`config.mk`:
```
export PLATFORM = sky130hd
export DESIGN_NAME = clock_divider_bank
export DESIGN_NICKNAME = d
export VERILOG_FILES = /design/src/rtl/clock_divider_bank.sv
export SDC_FILE = /design/constraint.sdc
export NUM_CORES = 1
export LEC_CHECK = 0
export ABC_AREA = 1
export CELL_PAD_IN_SITES_DETAIL_PLACEMENT = 1
export CELL_PAD_IN_SITES_GLOBAL_PLACEMENT = 1
export CORE_MARGIN = 5
export CORE_UTILIZATION = 42
export DETAILED_ROUTE_END_ITERATION = 8
export PLACE_DENSITY = 0.85
export SLEW_MARGIN = 5
export SYNTH_ARGS = -nofsm -noshare
export SYNTH_HDL_FRONTEND = slang
export SYNTH_SLANG_ARGS = --single-unit
```
`constraint.sdc`:
```
create_clock -name clk_in -period 14.9 [get_ports clk_in]
set_clock_uncertainty 0.2 [all_clocks]
set_input_delay 2.98 -clock clk_in [delete_from_list [all_inputs] [get_ports clk_in]]
set_output_delay 2.98 -clock clk_in [all_outputs]
set_load 0.01 [all_outputs]
```
`src/rtl/clock_divider_bank.sv`:
```
// clock_divider_bank: bank of independent runtime-programmable square-wave dividers
// with glitch-free terminal-count updates and a bank-wide phase-aligning restart.
module clock_divider_bank #(
    parameter int NUM_CH = 4,
    parameter int CNT_W = 32,
    parameter logic [NUM_CH*CNT_W-1:0] DEF_LIMIT = {32'd12499999, 32'd249999, 32'd24999999, 32'd49999999},
    parameter int CH_W = 4
) (
    input  logic              clk_in,
    input  logic              rst,
    input  logic [NUM_CH-1:0] en,
    input  logic              sync_restart,
    input  logic              wr_en,
    input  logic [CH_W-1:0]   wr_ch,
    input  logic [CNT_W-1:0]  wr_data,
    output logic [NUM_CH-1:0] clk_out,
    output logic [NUM_CH-1:0] tick,
    output logic [NUM_CH-1:0] tick_rise,
    output logic [NUM_CH-1:0] pending
);
    for (genvar i = 0; i < NUM_CH; i++) begin : g_ch
        logic [CNT_W-1:0] cnt;
        logic [CNT_W-1:0] limit_act;
        logic [CNT_W-1:0] limit_pend;
        logic pend;
        logic co;
        logic tk;
        logic tr;
        logic wr_hit;
        logic term;
        logic apply;
        assign wr_hit = wr_en && wr_ch == CH_W'(i);
        assign term = cnt == limit_act;
        // Limit changes only take effect at half-period boundaries or while stopped.
        assign apply = sync_restart || !en[i] || term;
        always_ff @(posedge clk_in or posedge rst) begin
            if (rst) begin
                cnt <= '0;
                limit_act <= DEF_LIMIT[i*CNT_W +: CNT_W];
                limit_pend <= DEF_LIMIT[i*CNT_W +: CNT_W];
                pend <= 1'b0;
                co <= 1'b0;
                tk <= 1'b0;
                tr <= 1'b0;
            end else begin
                limit_pend <= wr_hit ? wr_data : limit_pend;
                limit_act <= apply ? (wr_hit ? wr_data : limit_pend) : limit_act;
                pend <= !apply && (wr_hit || pend);
                if (sync_restart || !en[i]) begin
                    cnt <= '0;
                    co <= 1'b0;
                    tk <= 1'b0;
                    tr <= 1'b0;
                end else if (term) begin
                    cnt <= '0;
                    co <= !co;
                    tk <= 1'b1;
                    tr <= !co;
                end else begin
                    cnt <= cnt + CNT_W'(1);
                    tk <= 1'b0;
                    tr <= 1'b0;
                end
            end
        end
        assign clk_out[i] = co;
        assign tick[i] = tk;
        assign tick_rise[i] = tr;
        assign pending[i] = pend;
    end
endmodule

```
After elaboration in Yosys (flattened, before gate mapping)
Index checks and enable logic that the tools add are counted.
{"block": "op_classes", "addsub": 4, "eq_ne": 7, "muxes": 36, "n_reduce_logical": 37}
{"cell": "two-way mux 32 bit", "n": 12}
{"cell": "adder 32 x 1 -> 32 bit (second input constant)", "n": 4}
{"cell": "equality test 32 bit", "n": 4}
{"cell": "two-way mux 1 bit", "n": 24}
{"cell": "logical NOT 1 bit", "n": 12}
{"cell": "logical OR 1 bit", "n": 12}
{"cell": "equality test 4 x 2 -> 1 bit (second input constant)", "n": 2}
{"cell": "logical AND 1 bit", "n": 8}
{"cell": "nonzero test 2 bit", "n": 4}
{"cell": "equality test 4 x 1 -> 1 bit (second input constant)", "n": 1}
{"cell": "logical NOT 4 bit", "n": 1}
{"block": "word_totals", "register_bits": 400, "in_bits": 44, "out_inout_bits": 16, "wordCells": 112}

Longest topological paths before layout
Gate-level depths: netlist of run 1.
{"block": "depth", "ltp_word": 5, "mapped_depth": 12, "ltp_nobuf": 11}

Worst setup path after synthesis of run 1
No wires, ideal clock.
{"block": "synth_timing", "path_kind": "input-to-reg", "from": "input wr_ch[3]", "to": "register g_ch[3].limit_act[18]", "t_arrival_ns": 3.923, "slack_ns": 10.716, "stages": 7, "path_cell_list": "nor2_2 > nand3_1 > clkbuf_1 > clkbuf_1 > o21ai_0 > nand2_1 > nand2_1"}
{"block": "synth_via", "elab_chain_cells": 3}
{"element": "from (decl)", "line": "14", "source": "input logic [CH_W-1:0] wr_ch,"}
{"element": "equality test 4 x 2 -> 1 bit", "line": "32", "source": "assign wr_hit = wr_en && wr_ch == CH_W'(i);"}
{"element": "logical AND 1 bit", "line": "32"}
{"element": "two-way mux 32 bit", "line": "47", "source": "limit_act <= apply ? (wr_hit ? wr_data : limit_pend) : limit_act;"}
{"element": "to (signal assigned)", "line": "39", "source": "limit_act <= DEF_LIMIT[i*CNT_W +: CNT_W];"}
{"element": "to (signal assigned)", "line": "47"}
{"element": "to (decl)", "line": "23", "source": "logic [CNT_W-1:0] limit_act;"}
No other way between the ends.
A chain may end at the register's enable or synchronous reset.

Worst setup path in the final report of run 1
{"block": "layout_timing", "from": "input sync_restart", "to": "register g_ch[2].co"}
{"block": "layout_via", "elab_chain_cells": 2, "elab_cells_between_ends": 3}
{"element": "from (decl)", "line": "12", "source": "input logic sync_restart,"}
{"element": "logical OR 1 bit *", "line": "49", "source": "if (sync_restart || !en[i]) begin"}
{"element": "two-way mux 1 bit or nonzero test 2 bit (tied branches)"}
{"element": "to (signal assigned)", "line": "56", "source": "co <= !co;"}
{"element": "to (decl)", "line": "26", "source": "logic co;"}
Every way passes the cells marked *; elsewhere a longest branch is shown, timed or not.

==> out/summary.txt, run 1 <==
Status -> finished, final reports clean
Min Tclk post-route -> 6010 ps
Total GRT Usage -> 22.1%
Synth-to-layout area growth -> 12.4%
P per Cell Area -> 130 nW/µm²
Largest net degree at the start of global routing -> 195
Top-area cell type share of the netlist area -> 36.0%
Footprint of the multi-input gates -> 7930 µm²
Die height -> 224 µm
Relative slew slack -> 15.0%
DRC viols -> 0
DR WL/cell -> 18.3 µm
Worst-path clk slew -> 60 ps
GPL Wtd Cong -> 0.875
Worst-Skew Late Latency -> 580 ps
Hold path startpoint -> g_ch[1].limit_act[13]
Fin. Hold Viols -> 0
#FFs+latches synth -> 400
Initial antenna violation count -> 7
DR iter-0 viols -> 1008
Total Wirelength -> 55600 µm
Share of layout cells above drive strength 1 -> 8.95%
Worst-path cell chain -> clkdlybuf4s50_1 -> inv_1 -> nand2_1 -> clkinv_1 -> nand2_2 -> nand2_1 -> nand2_1
Fill count -> 5501
Leakage -> 0.00955 µW
Via Count -> 15812
Met3 usage in global routing -> 3.86%
# rows -> 78
Clock sink count -> 400
Worst slew pin tran -> 1280 ps
Syn_area_per_cell -> 8.11 µm²
CORE AREA -> 45400 µm²
Startpoint types -> input port
Worst reg-to-reg path cell count -> 10
Synth cell types -> 30
Grt peak-use layer -> met2
Vias in the first global route -> 17223
Post-Syn Area -> 19300 µm²
Yosys warning count -> 0
Hold buffers post-CTS -> 0
Crit path max-delay cell type -> nand2_2
Max-cap check violation count -> 0
R2R setup slack -> 11990 ps
Port bufs -> 59
First-pass GRT wire length -> 90400 µm
CTS root buf -> clkbuf_16
Cells after Synth -> 2381
Hold Path Cell Cnt -> 2
WP data arrival -> 6320 ps
Post-DRT Antenna Nets -> 0
Vias per std cell -> 5.20
Hold WC Path Type -> flip-flop to flip-flop
Worst Path Max Fanout -> 60
Initial Util -> 42.5%
Met2 Track Usage GR -> 37.1%
WP data required -> 15210 ps
CTS Buf Count -> 44
Grt total ovfl -> 0
DP HPWL -> 37500 µm
Critical path buffer and inverter count -> 3
Met1 usage -> 29.4%
Ports -> 60
First-pass DRT Iterations -> 5
Net Count, Synth -> 2429
Max Clock Freq -> 166 MHz
Synth area leader -> dfrtp_1
Endpoints failing setup -> 0
R2r startpoint -> g_ch[2].cnt[26]
CP top delay family -> simple AND/OR/NAND/NOR gates
Setup tns final -> 0 ps
Crit end category -> flip-flop
Pwr Total -> 2820 µW
Register area share after synthesis -> 52.6%
Critical Path Most Common Cell -> nand2_1
Postcts setup bufs -> 0
Worst hold margin -> 296 ps
Reg area -> 10200 µm²
RSZ-0062 raised after global routing -> no
PostCTS Resize Cnt -> 0
CTS Buffer Depth -> 3
Final worst-path cycle share -> 40.3%
Hold path endpoint -> g_ch[1].limit_act[13]
TritonCTS clock tree -> done
Die ar. -> 50400 µm²
Critical Path Max Stage Delay -> 1190 ps
Fin nets -> 2448
Worst Path Class, Setup -> input port to flip-flop
Die W -> 224 µm
Max-slew violation count -> 0
H-tree levels -> 2
R2r endpoint -> g_ch[2].co
Top cells by area, synth -> dfrtp_1 (36%), dfstp_2 (17%), nand2_1 (16%)
Max VDD drop -> 0.0000810 V
-- cell usage in the layout (no fill, tap or decap), types with 2 or more instances in the layout --
master,instances
nand2_1,797
dfrtp_1,278
nor2_1,277
inv_1,191
nand3_1,190
o21ai_0,122
dfstp_2,122
xnor2_1,109
xor2_1,78
nor3_1,60
clkdlybuf4s50_1,59
clkbuf_16,45
nand4_1,18
clkbuf_1,17
clkbuf_8,9
buf_4,8
nand3_2,7
o21ai_1,6
clkinv_2,5
inv_2,4
nand2_2,4
nor2_2,4
ha_1,4
nor3b_1,3
nand3b_1,3
diode_2,2
a31oi_1,2
clkinv_1,2
inv_6,2
bufinv_16,2
clkinvlp_4,2
-- per-layer routing --
metal | wire (µm) | share of wire [%] | vias up
met3 | 2700 | 4.8 | 120
met5 | 0 | 0 | -
met1 | 24500 | 44 | 7927
li1 | - | - | 7441
met2 | 26800 | 48 | 324
met4 | 1570 | 2.8 | 0
-- tightest hold or removal path, stage by stage (launching register included) --
cell     delay, ps
dfstp_2        370
nand3_1         70
nand2_1         50
-- power by group --
group	switching, µW	internal, µW
Sequential	85.2	1280
Combinational	226	135
Clock	459	639
-- cell families after synthesis --
group / after synthesis / synth area share [%]
and+or+nand+nor: 1366 / 28.8
DFF: 400 / 52.6
buffers and inverters: 293 / 6.40
xor gates and xnor gates: 187 / 8.48
AOI/OAI and AO/OA: 131 / 3.42
adders and majority gates: 4 / 0.259
-- cell usage after synthesis --
cell,instances
nand4_1,18
buf_2,31
dfrtp_1,278
nand2_1,799
inv_2,4
nor3_1,60
ha_1,4
and2_1,1
xor2_1,78
nand3_1,194
a21o_1,1
inv_1,192
clkbuf_1,34
nor2_1,277
nor3b_1,3
or2_2,1
dfstp_2,122
xnor2_1,109
buf_6,2
nor2_2,4
nand3_2,3
o21ai_0,122
nor3_2,1
buf_4,22
buf_1,6
nand2_2,2
clkinv_1,2
a31oi_1,2
o21ai_1,6
nand3b_1,3
-- per-stage QoR --
step	area [µm²]	std cells	util (%)	setup slack (ps)
6_report	21700	3038	47.8	8890
2_1_floorplan	19300	2381	-	797
3_3_place_gp	20300	2954	44.7	8350
5_1_grt	21700	3036	47.8	8490
3_5_place_dp	20300	2954	44.7	8190
4_1_cts	21700	3036	47.8	8790
-- worst max path at each step --
stage                             from  cells after the start  slack, ps        endpoint
final                     sync_restart                      7       8890      g_ch[2].co
after global routing      sync_restart                      7       8490      g_ch[2].co
after global placement    sync_restart                      7       8350      g_ch[2].co
after floorplan                    rst                      1        800  g_ch[0].cnt[0]
after CTS                 sync_restart                      7       8790      g_ch[2].co
after detailed placement  sync_restart                      7       8190      g_ch[2].co
-- state kept, by name (all words and copies together) (netlist names) --
name             count
g_ch.limit_act     128
g_ch.co              4
g_ch.pend            4
g_ch.limit_pend    128
g_ch.tk              4
g_ch.tr              4
g_ch.cnt           128
-- final cells by class --
class	instances	area share, %
multi-input cells	1688	36.5
clock buffers	71	6.05
inverters	198	3.46
repair buffers	68	3.09
clock inverters	11	0.542
well taps	600	3.46
flip-flops and latches	400	46.8
diodes	2	0.0231
Note: power is estimated with default switching activity, not from simulation.
==> inputs of run 2 (changes only) <==
Clock period 14.9 ns to 5.5 ns, I/O delays scaled along.
==> run 2 against run 1 <==
Compared with the run above:
- clock-buffer cell count is 9 lower
- routed wire length is 0.47% lower
- global-route usage is 0.13 points lower
- largest power group unchanged
==> out/summary.txt, run 2 (same netlist as run 1, synthesis figures left out) <==
Status -> finished, final reports clean
Postcts setup bufs -> 0
Max-cap check violation count -> 0
Leakage -> 0.00956 µW
Worst hold margin -> 299 ps
Vias per std cell -> 5.22
Largest net degree at the start of global routing -> 116
Max-slew violation count -> 0
Share of layout cells above drive strength 1 -> 9.20%
Fill count -> 5490
Ports -> 60
DP HPWL -> 37400 µm
WP data arrival -> 3920 ps
# rows -> 78
Via Count -> 15847
Endpoints failing setup -> 0
Hold buffers post-CTS -> 0
Startpoint types -> input port
H-tree levels -> 2
Post-Place Worst Slack -> 1230 ps
Grt total ovfl -> 0
GPL Wtd Cong -> 0.861
Crit end category -> flip-flop
First-pass DRT Iterations -> 5
DR iter-0 viols -> 919
Clock sink count -> 400
Die height -> 224 µm
Footprint of the multi-input gates -> 7930 µm²
TritonCTS clock tree -> done
Final Cell Area -> 21700 µm²
Vias in the first global route -> 17064
Initial Util -> 42.5%
CTS Buffer Depth -> 3
Worst-path clk slew -> 70 ps
P per Cell Area -> 349 nW/µm²
Worst-Skew Late Latency -> 550 ps
Final worst-path cycle share -> 67.1%
Setup tns final -> 0 ps
Worst Path Max Fanout -> 60
Fin nets -> 2449
DRC viols -> 0
PostCTS Resize Cnt -> 0
Fin. Hold Viols -> 0
R2R setup slack -> 2390 ps
Worst Path Class, Setup -> input port to flip-flop
Max VDD drop -> 0.000278 V
RSZ-0062 raised after global routing -> no
First-pass GRT wire length -> 90200 µm
Synth-to-layout area growth -> 12.5%
Reg area -> 10200 µm²
WP data required -> 5730 ps
Min Tclk post-route -> 3690 ps
Final WS setup -> 1810 ps
Commonest non-fill, non-tap cell in the layout -> nand2_1
Initial antenna violation count -> 12
Most frequent cells in the layout -> nand2_1 (797), dfrtp_1 (278), nor2_1 (277)
DR WL/cell -> 18.2 µm
CORE AREA -> 45400 µm²
Hold WC Path Type -> flip-flop to flip-flop
CTS root buf -> clkbuf_16
Largest registers -> g_ch.cnt (128), g_ch.limit_act (128), g_ch.limit_pend (128)
Relative slew slack -> 18.0%
Worst slew pin tran -> 1230 ps
CTS Buf Count -> 42
Post-DRT Antenna Nets -> 0
Total Wirelength -> 55400 µm
Die W -> 224 µm
Total GRT Usage -> 22.0%
Port bufs -> 59
Die ar. -> 50400 µm²
Max Clock Freq -> 271 MHz
Cell area after placement -> 20300 µm²
[run 2: changes by cell type in the layout (fill, tap and decap cells not counted), sizes merged]
cell | before | now
inv | 198 | 195
clkinv | 7 | 13
clkbuf | 71 | 62
diode | 2 | 3
buf | 9 | 12
clkinvlp | 2 | 4
[run 2: metrics by stage]
stage / instances / total power [µW] / utilization [%]
finish: 3038 / 7580 / 47.9
CTS: 3035 / 7660 / 47.8
global route: 3035 / 7950 / 47.8
floorplan: 2381 / 4380 / -
detailed placement: 2957 / 4710 / 44.8
global placement: 2957 / 4610 / 44.8
[run 2: final timing paths]
kind | start | to | cells after the start
max in group asynchronous | rst | g_ch[1].cnt[7] | 3
hold / removal | g_ch[2].limit_act[2] | g_ch[2].limit_act[2] | 2
hold reg to reg | g_ch[2].limit_act[2] | g_ch[2].limit_act[2] | 2
setup / recovery | sync_restart | g_ch[0].limit_act[26] | 7
setup reg to reg | g_ch[3].cnt[24] | g_ch[3].limit_act[7] | 10
min in group asynchronous | rst | g_ch[1].limit_act[29] | 2
[run 2: metal layers]
metal	share of wire [%]	track usage (%)
met1	44	29.1
met2	49	37.2
met3	4.7	3.64
met4	2.8	6.64
met5	0.090	0
[run 2: area by class of cell]
| type | count | area share (%) |
|---|---|---|
| clock inverters | 16 | 0.651 |
| diodes | 3 | 0.0346 |
| multi-input cells | 1688 | 36.5 |
| repair buffers | 71 | 3.31 |
| clock buffers | 62 | 5.80 |
| inverters | 198 | 3.44 |
| well taps | 600 | 3.46 |
| flip-flops and latches | 400 | 46.8 |
[run 2: power by group]
group / switching (µW) / internal (µW)
clock network: 1220 / 1690
registers: 233 / 3460
logic: 612 / 368
[run 2: worst max-delay path, stage by stage]
cell             delay (ps)
clkdlybuf4s50_1         400
inv_1                   320
nand2_1                 260
inv_2                   590
nand2_2                 820
nand2_1                 300
nand2_1                 100
